**config.mk**
```make
export PLATFORM = sky130hd
export DESIGN_NAME = mem_responder
export DESIGN_NICKNAME = d
export VERILOG_FILES = /design/src/rtl/mem_responder_pkg.sv /design/src/rtl/mem_responder_lane.sv /design/src/rtl/mem_responder.sv
export SDC_FILE = /design/constraint.sdc
export NUM_CORES = 2
export LEC_CHECK = 0
export BUFFER_PORTS_ARGS = -buffer_cell sky130_fd_sc_hd__buf_2
export CAP_MARGIN = 20
export CORE_ASPECT_RATIO = 1.5
export CORE_MARGIN = 3
export CORE_UTILIZATION = 35
export DETAILED_ROUTE_END_ITERATION = 8
export REMOVE_ABC_BUFFERS = 1
export SYNTH_ARGS = -nofsm -noshare
export SYNTH_HDL_FRONTEND = slang
export SYNTH_SLANG_ARGS = --single-unit
```
**constraint.sdc**
```tcl
create_clock -name clk -period 7.6 [get_ports clk]
set_input_delay 1.52 -clock clk [delete_from_list [all_inputs] [get_ports clk]]
set_output_delay 1.52 -clock clk [all_outputs]
set_load 0.01 [all_outputs]
```
**src/rtl/mem_responder_pkg.sv**
```systemverilog
// Shared encodings and types for the mem_responder slice: access sizes,
// FSM state codes, the captured request record and the request error rule.
package mem_responder_pkg;

  localparam logic [1:0] SZ_BYTE    = 2'b00;
  localparam logic [1:0] SZ_HALF    = 2'b01;
  localparam logic [1:0] SZ_WORD    = 2'b10;
  localparam logic [1:0] SZ_ILLEGAL = 2'b11;

  localparam logic [1:0] ST_IDLE = 2'd0;
  localparam logic [1:0] ST_WAIT = 2'd1;
  localparam logic [1:0] ST_RESP = 2'd2;

  typedef struct packed {
    logic        write;
    logic [31:0] addr;
    logic [31:0] wdata;
    logic [1:0]  size;
    logic        is_unsigned;
  } mem_req_t;

  // Live FSM state plus wait counter, kept together so one hierarchical
  // reference (u_dut.fsm) shows the whole control state.
  typedef struct packed {
    logic [1:0] state;
    logic [3:0] count;
  } fsm_t;

  function automatic logic req_is_bad(input mem_req_t r, input logic [31:0] depth);
    logic bad;
    bad = 1'b0;
    if (r.size == SZ_ILLEGAL) bad = 1'b1;
    if ((r.size == SZ_HALF) && r.addr[0]) bad = 1'b1;
    if ((r.size == SZ_WORD) && (r.addr[1:0] != 2'b00)) bad = 1'b1;
    if ({2'b00, r.addr[31:2]} >= depth) bad = 1'b1;
    return bad;
  endfunction

endpackage

```
**src/rtl/mem_responder_lane.sv**
```systemverilog
// Combinational byte-lane logic: merges store data into the addressed lanes
// of a word and extracts/extends the addressed lanes for loads.
module mem_lane_align
  import mem_responder_pkg::*;
(
  input  logic [1:0]  size,
  input  logic [1:0]  offset,
  input  logic        is_unsigned,
  input  logic [31:0] wdata,
  input  logic [31:0] old_word,
  output logic [31:0] new_word,
  output logic [31:0] rdata
);

  logic [7:0]  byte_val;
  logic [15:0] half_val;

  always_comb begin
    new_word = old_word;
    rdata    = old_word;
    byte_val = old_word[{offset, 3'b000} +: 8];
    half_val = old_word[{offset[1], 4'b0000} +: 16];
    case (size)
      SZ_BYTE: begin
        new_word[{offset, 3'b000} +: 8] = wdata[7:0];
        rdata = {{24{~is_unsigned & byte_val[7]}}, byte_val};
      end
      SZ_HALF: begin
        new_word[{offset[1], 4'b0000} +: 16] = wdata[15:0];
        rdata = {{16{~is_unsigned & half_val[15]}}, half_val};
      end
      default: begin
        new_word = wdata;
        rdata    = old_word;
      end
    endcase
  end

endmodule

```
**src/rtl/mem_responder.sv**
```systemverilog
// Single-port memory responder with a valid/ready request and response channel.
// Define MEM_RESPONDER_ERR_EN to reject bad sizes, misalignment and out-of-range addresses.
module mem_responder
  import mem_responder_pkg::*;
#(
  parameter int DEPTH_WORDS = 64,
  parameter int WAIT_CYCLES = 1
) (
  input  logic        clk,
  input  logic        rst,
  input  logic        req_valid,
  output logic        req_ready,
  input  logic        req_write,
  input  logic [31:0] req_addr,
  input  logic [31:0] req_wdata,
  input  logic [1:0]  req_size,
  input  logic        req_unsigned,
  output logic        rsp_valid,
  input  logic        rsp_ready,
  output logic [31:0] rsp_rdata,
  output logic        rsp_err
);

  // Handshake: a transfer happens on a rising edge where valid & ready are
  // both 1; valid, once raised, holds its payload stable until that edge.

  localparam int IDX_W = (DEPTH_WORDS > 1) ? $clog2(DEPTH_WORDS) : 1;

  logic [31:0] mem [DEPTH_WORDS];

  fsm_t        fsm;
  mem_req_t    req_q;
  mem_req_t    in_req;
  mem_req_t    acc_req;
  logic        accept;
  logic        req_bad;
  logic        do_access;
  logic [1:0]  acc_size;
  logic [31:0] acc_addr;
  logic [IDX_W-1:0] idx;
  logic [31:0] old_word;
  logic [31:0] new_word;
  logic [31:0] load_data;
  logic [31:0] rsp_data_next;

  assign in_req = '{write: req_write, addr: req_addr, wdata: req_wdata,
                    size: req_size, is_unsigned: req_unsigned};

  assign req_ready = (fsm.state == ST_IDLE) && !rst;
  assign accept    = req_valid && req_ready;

  // With zero wait states the access happens on the accept edge itself,
  // so the live inputs feed the datapath while idle.
  assign acc_req = (fsm.state == ST_IDLE) ? in_req : req_q;

`ifdef MEM_RESPONDER_ERR_EN
  assign req_bad  = req_is_bad(in_req, 32'(DEPTH_WORDS));
  assign acc_size = acc_req.size;
  assign acc_addr = acc_req.addr;
  assign idx      = IDX_W'(acc_addr[31:2]);
`else
  assign req_bad = 1'b0;

  always_comb begin
    acc_size = (acc_req.size == SZ_ILLEGAL) ? SZ_WORD : acc_req.size;
    acc_addr = acc_req.addr;
    case (acc_size)
      SZ_HALF: acc_addr[0]   = 1'b0;
      SZ_WORD: acc_addr[1:0] = 2'b00;
      default: acc_addr      = acc_req.addr;
    endcase
  end

  assign idx = IDX_W'(acc_addr[31:2] % 30'(DEPTH_WORDS));
`endif

  assign do_access = !rst &&
                     ((accept && !req_bad && (WAIT_CYCLES == 0)) ||
                      ((fsm.state == ST_WAIT) && (fsm.count <= 4'd1)));

  assign old_word      = mem[idx];
  assign rsp_data_next = acc_req.write ? 32'h0 : load_data;

  mem_lane_align u_align (
    .size        (acc_size),
    .offset      (acc_addr[1:0]),
    .is_unsigned (acc_req.is_unsigned),
    .wdata       (acc_req.wdata),
    .old_word    (old_word),
    .new_word    (new_word),
    .rdata       (load_data)
  );

  // Storage is deliberately left out of reset.
  always_ff @(posedge clk) begin
    if (do_access && acc_req.write) mem[idx] <= new_word;
  end

  always_ff @(posedge clk or posedge rst) begin
    if (rst) begin
      fsm       <= '{state: ST_IDLE, count: 4'd0};
      req_q     <= '0;
      rsp_valid <= 1'b0;
      rsp_rdata <= 32'h0;
      rsp_err   <= 1'b0;
    end else begin
      case (fsm.state)
        ST_IDLE: begin
          if (accept) begin
            req_q <= in_req;
            if (req_bad) begin
              fsm.state <= ST_RESP;
              rsp_valid <= 1'b1;
              rsp_err   <= 1'b1;
              rsp_rdata <= 32'h0;
            end else if (WAIT_CYCLES == 0) begin
              fsm.state <= ST_RESP;
              rsp_valid <= 1'b1;
              rsp_err   <= 1'b0;
              rsp_rdata <= rsp_data_next;
            end else begin
              fsm.state <= ST_WAIT;
              fsm.count <= 4'(WAIT_CYCLES);
            end
          end
        end
        ST_WAIT: begin
          fsm.count <= fsm.count - 4'd1;
          if (fsm.count <= 4'd1) begin
            fsm.state <= ST_RESP;
            fsm.count <= 4'd0;
            rsp_valid <= 1'b1;
            rsp_err   <= 1'b0;
            rsp_rdata <= rsp_data_next;
          end
        end
        ST_RESP: begin
          if (rsp_ready) begin
            fsm.state <= ST_IDLE;
            rsp_valid <= 1'b0;
          end
        end
        default: begin
          fsm <= '{state: ST_IDLE, count: 4'd0};
        end
      endcase
    end
  end

endmodule

```
Yosys cells after proc, flatten, opt, wreduce, memory -nomap -nowiden
Memory sizes are Yosys's and may differ from the RTL's.
Cells that the tools add are included.
- bitwise logic cells: 4
- reductions and logical operators: 15
- equal/unequal tests: 8
- magnitude comparators: 1
- shift-type cells: 6
- mux-type cells: 19
- $add $sub $neg: 3
- operators with widths (kind ; number):
    $pmux 32 s2 ; 2
    $mux 68 ; 1
    $bwmux 32 ; 2
    $mux 32 ; 1
    $shift 16x7->32 const A ; 1
    $shift 8x7->32 const A ; 1
    $shiftx 16x7->32 ; 1
    $shiftx 32x6->16 ; 1
    $shiftx 32x6->8 ; 1
    $shiftx 8x7->32 ; 1
    $neg 5->7 ; 2
    $mux 6 ; 2
    $pmux 4 s3 ; 1
    $eq 2x2->1 const B ; 3
    $mux 1 ; 6
    $pmux 2 s3 ; 1
    $reduce_and 2->1 ; 3
    $reduce_and 3->1 ; 2
    $logic_and 1x1->1 ; 5
    $eq 2x1->1 const B ; 2
    $le 4x1->1 const B ; 1
    $logic_not 2->1 ; 2
    $mux 2 ; 2
    $ne 2x2->1 const B ; 2
    other kinds (8) ; 10
- input port bits: 72
- memories: 1
- bits in registers: 107
- memory bits (writable): 2048
- memory list (memory ; depth ; width ; read ports ; clocked after memory_dff ; write ports ; line ; source):
    mem ; 64 ; 32 ; 1 ; 0 ; 1 ; mem_responder.sv:29 ; logic [31:0] mem [DEPTH_WORDS];

Depth between registers and ports, before layout
- depth after elaboration: 11
- mapped depth: 19
- mapped depth without buffers: 11

Hierarchy
Synthesis repeated with hierarchy kept, for this count alone.
- cells, all modules: 4876
- area total of the unflattened synthesis: 81668.3 sq um
- by module, submodules not included (module ; cells an instance ; sequential area each (sq um) ; area each (sq um) ; times used):
    mem_responder ; 4614 ; 63576.0 ; 79956.7 ; 1
    mem_lane_align ; 262 ; 0.0 ; 1711.6 ; 1

Worst setup path after synthesis
No wires, ideal clock.
- path kind: input -> register
- from: input req_addr[2]
- to: memory mem[0][16] (data pin)
- path buffers: 4
- stages: 12
- library setup time: 0.702 ns
- setup slack: 0.698 ns
- data arrival time: 6.200 ns
- cell sequence: clkbuf_1 > clkbuf_1 > nor2b_1 > a22oi_2 > buf_2 > buf_1 > o22ai_1 > nor4_1 > o22ai_1 > nor3b_1 > a21oi_1 > o21ai_0
- cells in the longest elaborated chain, start to end: 4
- elaborated cells on any way between the ends: 5
- ends and longest elaborated chain (item ; line ; source):
    from (decl) ; mem_responder.sv:14 ; input logic [31:0] req_addr,
    $mux 68 (*) ; mem_responder.sv:54 ; assign acc_req = (fsm.state == ST_IDLE) ? in_req : req_q;
    $mem_v2 64x32 (*) ; -- ;
    $bwmux 32 (on tied branches) ; mem_responder_lane.sv:29, mem_responder_lane.sv:25 ;
    $pmux 32 s2 (*) ; mem_responder_lane.sv:23 ; case (size)
    named net new_word[16] ; mem_responder.sv:42 ; logic [31:0] new_word;
    to (decl) ; mem_responder.sv:29 ;
The timed path passes the listed nets; every way through them passes the cells marked *.

Worst setup path after layout
- from: register fsm[5] in the netlist's numbering
- to: memory mem[25][23] (data pin)
- cells in the longest elaborated chain, start to end: 11
- elaborated cells on any way between the ends: 20
- ends and longest elaborated chain (item ; line ; source):
    from (decl) ; mem_responder.sv:31 ; fsm_t fsm;
    from (signal assigned) ; mem_responder.sv:101 ; fsm <= '{state: ST_IDLE, count: 4'd0};
    from (signal assigned) ; mem_responder.sv:144 ; fsm <= '{state: ST_IDLE, count: 4'd0};
    $logic_not 2->1 (*) ; mem_responder.sv:54 ;
    $mux 68 (*) ; mem_responder.sv:54 ;
    $eq 2x2->1 ; mem_responder.sv:65 ; acc_size = (acc_req.size == SZ_ILLEGAL) ? SZ_WORD : acc_req.size;
    $mux 2 ; mem_responder.sv:65 ;
    $eq 2x2->1 or $eq 2x1->1 (tied branches) ; mem_responder.sv:67, mem_responder_lane.sv:23 ;
    $reduce_or 2->1 (no line) ; -- ;
    $mux 1 ; mem_responder.sv:67 ; case (acc_size)
    $neg 5->7 ; mem_responder_lane.sv:25 ; new_word[{offset, 3'b000} +: 8] = wdata[7:0];
    $shiftx 8x7->32 or $shift 8x7->32 (tied branches) ; mem_responder_lane.sv:25 ;
    $bwmux 32 ; mem_responder_lane.sv:25 ;
    $pmux 32 s2 (*) ; mem_responder_lane.sv:23 ;
    named net new_word[23] ; mem_responder.sv:42 ;
Marked as above.

==> metrics.md <==
| Metric | Value |
|---|---|
| Routed length on met2 | `139000 um` |
| Half-perimeter wire length after placement | `185000 um` |
| Met3 wirelength from detailed routing | `29400 um` |
| Max Slew Vio Count | `0` |
| Delay of the slowest cell on the worst path | `890 ps` |
| Min-Delay Startpoint | `rsp_rdata[3]` |
| Detailed-route wire length on metal 1 | `105000 um` |
| Routed via count | `53800` |
| Final worst-path cycle share | `0.862` |
| Number of hold-slack violations in the final timing report | `0` |
| Worst Reg2Reg Path Length in Cells | `10` |
| Proportion of register bits with asynchronous set or reset after synthesis | `0.0389` |
| Arithmetic-cell share of the synthesized area counting full adders, half adders and majority gates | `0.00107` |
| XOR/XNOR share of the synthesized area | `0` |
| Clock network fraction of total power | `0.221` |
| Pint | `0.0266 W` |
| Detailed-router iteration count before antenna repair | `6` |
| Share of post-route cells with drive strength above 1 | `0.154` |
| Capturing element type of the critical path | `flop` |
| Via count of the first global-routing pass | `51000` |
| Via density | `6.21` |
| Library cell contributing the largest single delay on the critical path | `mux2i_1` |
| PortBufs | `81` |
| Unrepaired setup endpoints after global routing | `false` |
| Number of antenna violations at the first check in global routing | `24` |
| Average instance area after synthesis | `15.7 um2` |
| Count of warnings emitted by yosys | `0` |
| Worst Setup SP | `fsm[5]` |
| Clock-pin slew on the worst setup and hold paths | `70 ps` |
| Setup TNS | `0 ps` |
| Post-Route Utilization | `0.406` |
| Netlist area before placement | `82100 um2` |
| Synth Flop Type | `edfxtp_1` |
| Final layout net count | `5521` |
| Complex-gate fraction of the synthesized area | `0.118` |
| Pwr Total | `0.0436 W` |
| Iteration-0 DRC Markers | `7331` |
| Most frequent cell on the critical path | `buf_4` |
| Max_cap viols | `0` |
| Sequential group share of total power | `0.405` |
| Clock insertion delay at the later pin of the skew report | `860 ps` |
| Combinational family with the most area after synthesis | `compound AO/OA/AOI/OAI gates` |
| Gate count after technology mapping | `5220` |
| Slew at the pin with the worst max-slew slack | `1450 ps` |
| Die width | `401 um` |
| Overall Global Routing Usage | `0.244` |
| Number of register bits inferred by synthesis | `2131` |
| Critical path destination | `mem[25][23]` |
| Wire length of the first global-routing pass | `413000 um` |
| P_leak | `29.9 nW` |
| Cts-stage hold buffer count | `0` |
| Post-detailed-route count of antenna-violating nets | `0` |
| Root buffer cell | `clkbuf_16` |
| H-tree Lvls | `4` |
| Path category of the worst min-delay check | `flop to flop` |
| Peak supply drop | `0.000497 V` |
| Logic pwr share | `0.374` |
| Area Growth Syn to Fin | `15.3%` |
| Worst slew margin | `0.0316` |
| Setup Crit Path Kind | `flop to flop` |
| Die outline height | `599 um` |
| Fraction of the mapped netlist area in simple logic gates | `0.0594` |
| Grt total ovfl | `0` |
| Worst-case register-to-register setup slack | `1050 ps` |
| Num rows | `217` |
| Count of endpoints failing setup in the final report | `0` |
| Crit path arrival time | `7080 ps` |
| Post_cts resized | `0` |
| Total Die Area | `241000 um2` |
| Initial core utilization | `0.352` |
| Outcome | `finished, final reports clean` |
| Number of distinct library cells after synthesis | `78` |
| Sequential cell area fraction in the yosys report | `0.774` |
| Uppermost signal routing layer after detailed routing | `met5` |
| Routability congestion estimate from global placement | `0.980` |
| Routed wirelength normalized by instance count | `34.8 um` |
| IO Count | `107` |
| Critical Path RT | `8130 ps` |
| WL final | `301000 um` |
| Hold Worst Slack | `476 ps` |
| Top fanout value on the critical path | `64` |
| Worst Clk Skew | `56.5 ps` |
| Switching power as a share of total power | `0.390` |
| Remaining routing DRC violations | `0` |
| Startpoint Class | `flop` |
| Power density over cell area | `461 nW/um2` |
| Clock tree sinks | `2131` |
| Maximum number of pins on one net before global-route repair | `71` |
| Post-synthesis mux area share | `0.0250` |
| CTS tree | `built` |
| Total clock buffers created by CTS | `190` |
| Cell-by-cell listing of the critical path | `nor2_4, buf_4, mux2i_1, or3_1, ha_1, nand3_1, o32ai_1, a211oi_1, a31oi_4, buf_4` |
| Maximum buffer depth of the clock tree | `4` |
| Switching power total | `0.0170 W` |
| Number of synthesized flops with an enable pin | `2048` |
| Final critical delay including setup and external delays | `6550 ps` |
| Fill cells | `20700` |
| Number of setup buffers added after CTS | `0` |
| Highest achievable clock rate | `153 MHz` |
| RR Startpoint | `fsm[5]` |
| Endpoint of the worst-slack reg-to-reg timing path | `mem[25][23]` |
| Area of the core region | `233000 um2` |
## Yosys cell counts (8+ instances only)
| library cell | instances | share of area |
|---|---|---|
| nor4_1 | 47 | 0.0036 |
| a2111oi_0 | 8 | 0.00085 |
| buf_6 | 9 | 0.0012 |
| a32oi_1 | 28 | 0.0030 |
| o22ai_1 | 673 | 0.051 |
| o31ai_1 | 13 | 0.0012 |
| or4_1 | 9 | 0.00082 |
| dfrtp_1 | 83 | 0.025 |
| mux2_2 | 48 | 0.0066 |
| inv_1 | 10 | 0.00046 |
| and3_1 | 41 | 0.0031 |
| buf_1 | 48 | 0.0022 |
| buf_2 | 150 | 0.0091 |
| o221ai_1 | 107 | 0.011 |
| a22oi_1 | 8 | 0.00073 |
| a31oi_1 | 53 | 0.0040 |
| mux2i_1 | 150 | 0.018 |
| o22a_1 | 9 | 0.00096 |
| nand2_1 | 371 | 0.017 |
| o41ai_1 | 10 | 0.0011 |
| or3_1 | 8 | 0.00061 |
| clkbuf_1 | 122 | 0.0056 |
| a222oi_1 | 11 | 0.0013 |
| o32ai_1 | 15 | 0.0016 |
| nand4_1 | 16 | 0.0012 |
| buf_4 | 33 | 0.0030 |
| nand2b_1 | 58 | 0.0044 |
| o211ai_1 | 126 | 0.012 |
| a32o_1 | 10 | 0.0012 |
| edfxtp_1 | 2048 | 0.75 |
| nor2_1 | 229 | 0.010 |
| a211oi_1 | 50 | 0.0046 |
| nor3_1 | 159 | 0.0097 |
| a41o_1 | 8 | 0.00098 |
| nand3_1 | 85 | 0.0052 |
| o21ai_0 | 128 | 0.0078 |
| a21oi_1 | 127 | 0.0077 |
## cell type report
cell class | instances | area [um2] | area share
repair buffers | 392 | 3290 | 0.0348
clock inverters | 108 | 1070 | 0.0113
diodes | 10 | 25.0 | 0.000264
flip-flops and latches | 2131 | 63600 | 0.672
multi-input cells | 2717 | 17800 | 0.188
clock buffers | 226 | 4980 | 0.0526
inverters | 10 | 40.0 | 0.000423
well taps | 3066 | 3840 | 0.0405
## worst max-delay path, delay by kind of cell, from the launching register on
family          cells  cell delay [ps]
flops               1              680
compound gates      3              750
simple gates        3             2130
mux                 1              890
buf+inv             2             1050
fa+ha+maj           1              670
## power by group through the flow
| stage | sequential (W) | clock (W) | combinational [W] |
|---|---|---|---|
| 2_1_floorplan | 0.0184 | 0 | 0.00779 |
| 3_3_place_gp | 0.0179 | 0 | 0.0156 |
| 3_5_place_dp | 0.0179 | 0 | 0.0159 |
| 4_1_cts | 0.0177 | 0.00969 | 0.0160 |
| 5_1_grt | 0.0177 | 0.0101 | 0.0169 |
| 6_report | 0.0177 | 0.00964 | 0.0163 |
## state kept, by name, summed over array words and instances, names as in the netlist
signal	cells
rsp_rdata	32
mem	2048
rsp_valid	1
req_q	44
fsm	6
## routing by layer
metal  vias to the layer above  global-route usage
met5                         -                   0
met4                         8               0.191
met3                       817              0.0402
met2                      3584               0.384
met1                     27700               0.299
li1                      21700                   -
## how the worst min path moves through the flow
stage,to,slack (ps),depth (start not counted)
floorplan,fsm[1],460,2
global placement,rsp_rdata[23],470,2
detailed placement,rsp_rdata[3],470,2
CTS,rsp_rdata[3],490,2
global route,rsp_rdata[23],500,2
finish,rsp_rdata[3],480,2
## cells by family (layout without fill, tap and decap cells)
group,Yosys count,in the layout
multiplexers,199,199
AND/OR/NAND/NOR,1059,1059
flip-flops,2131,2131
AO/OA/AOI/OAI,1451,1451
adder cells (fa/ha/maj),7,7
other,1,11
buffers and inverters,372,736
## cell usage in the layout (no fill, tap or decap), types with 9 or more instances in the layout
master / count
a211oi_1: 50
clkbuf_1: 30
clkinv_2: 34
clkinv_1: 36
a21oi_1: 126
o41ai_1: 9
and3_1: 40
a32oi_1: 28
nor2_1: 160
nand3_1: 85
a222oi_1: 11
dfrtp_1: 82
nor3_1: 159
buf_2: 80
o21ai_4: 16
nand4_1: 16
or4_1: 9
diode_2: 10
inv_1: 9
edfxtp_1: 2048
o32ai_1: 15
a31oi_1: 52
o21ai_0: 113
buf_4: 269
o31ai_1: 13
a32o_1: 10
o22ai_1: 671
nand2b_1: 58
buf_12: 39
o221ai_1: 100
nor4_1: 45
nand2_1: 361
o211ai_1: 126
mux2i_1: 144
clkbuf_16: 193
bufinv_16: 20
o22a_1: 9
nor2_4: 66
mux2_2: 44
## metrics by stage
stage	cells	cell area (um2)	worst slack [ps]
2_1_floorplan	4858	80400	-5960
6_report	8660	94700	1050
3_5_place_dp	8311	88500	697
5_1_grt	8653	94600	985
3_3_place_gp	8304	88400	777
4_1_cts	8645	94600	1340
Note: power is estimated with default switching activity, not from simulation.
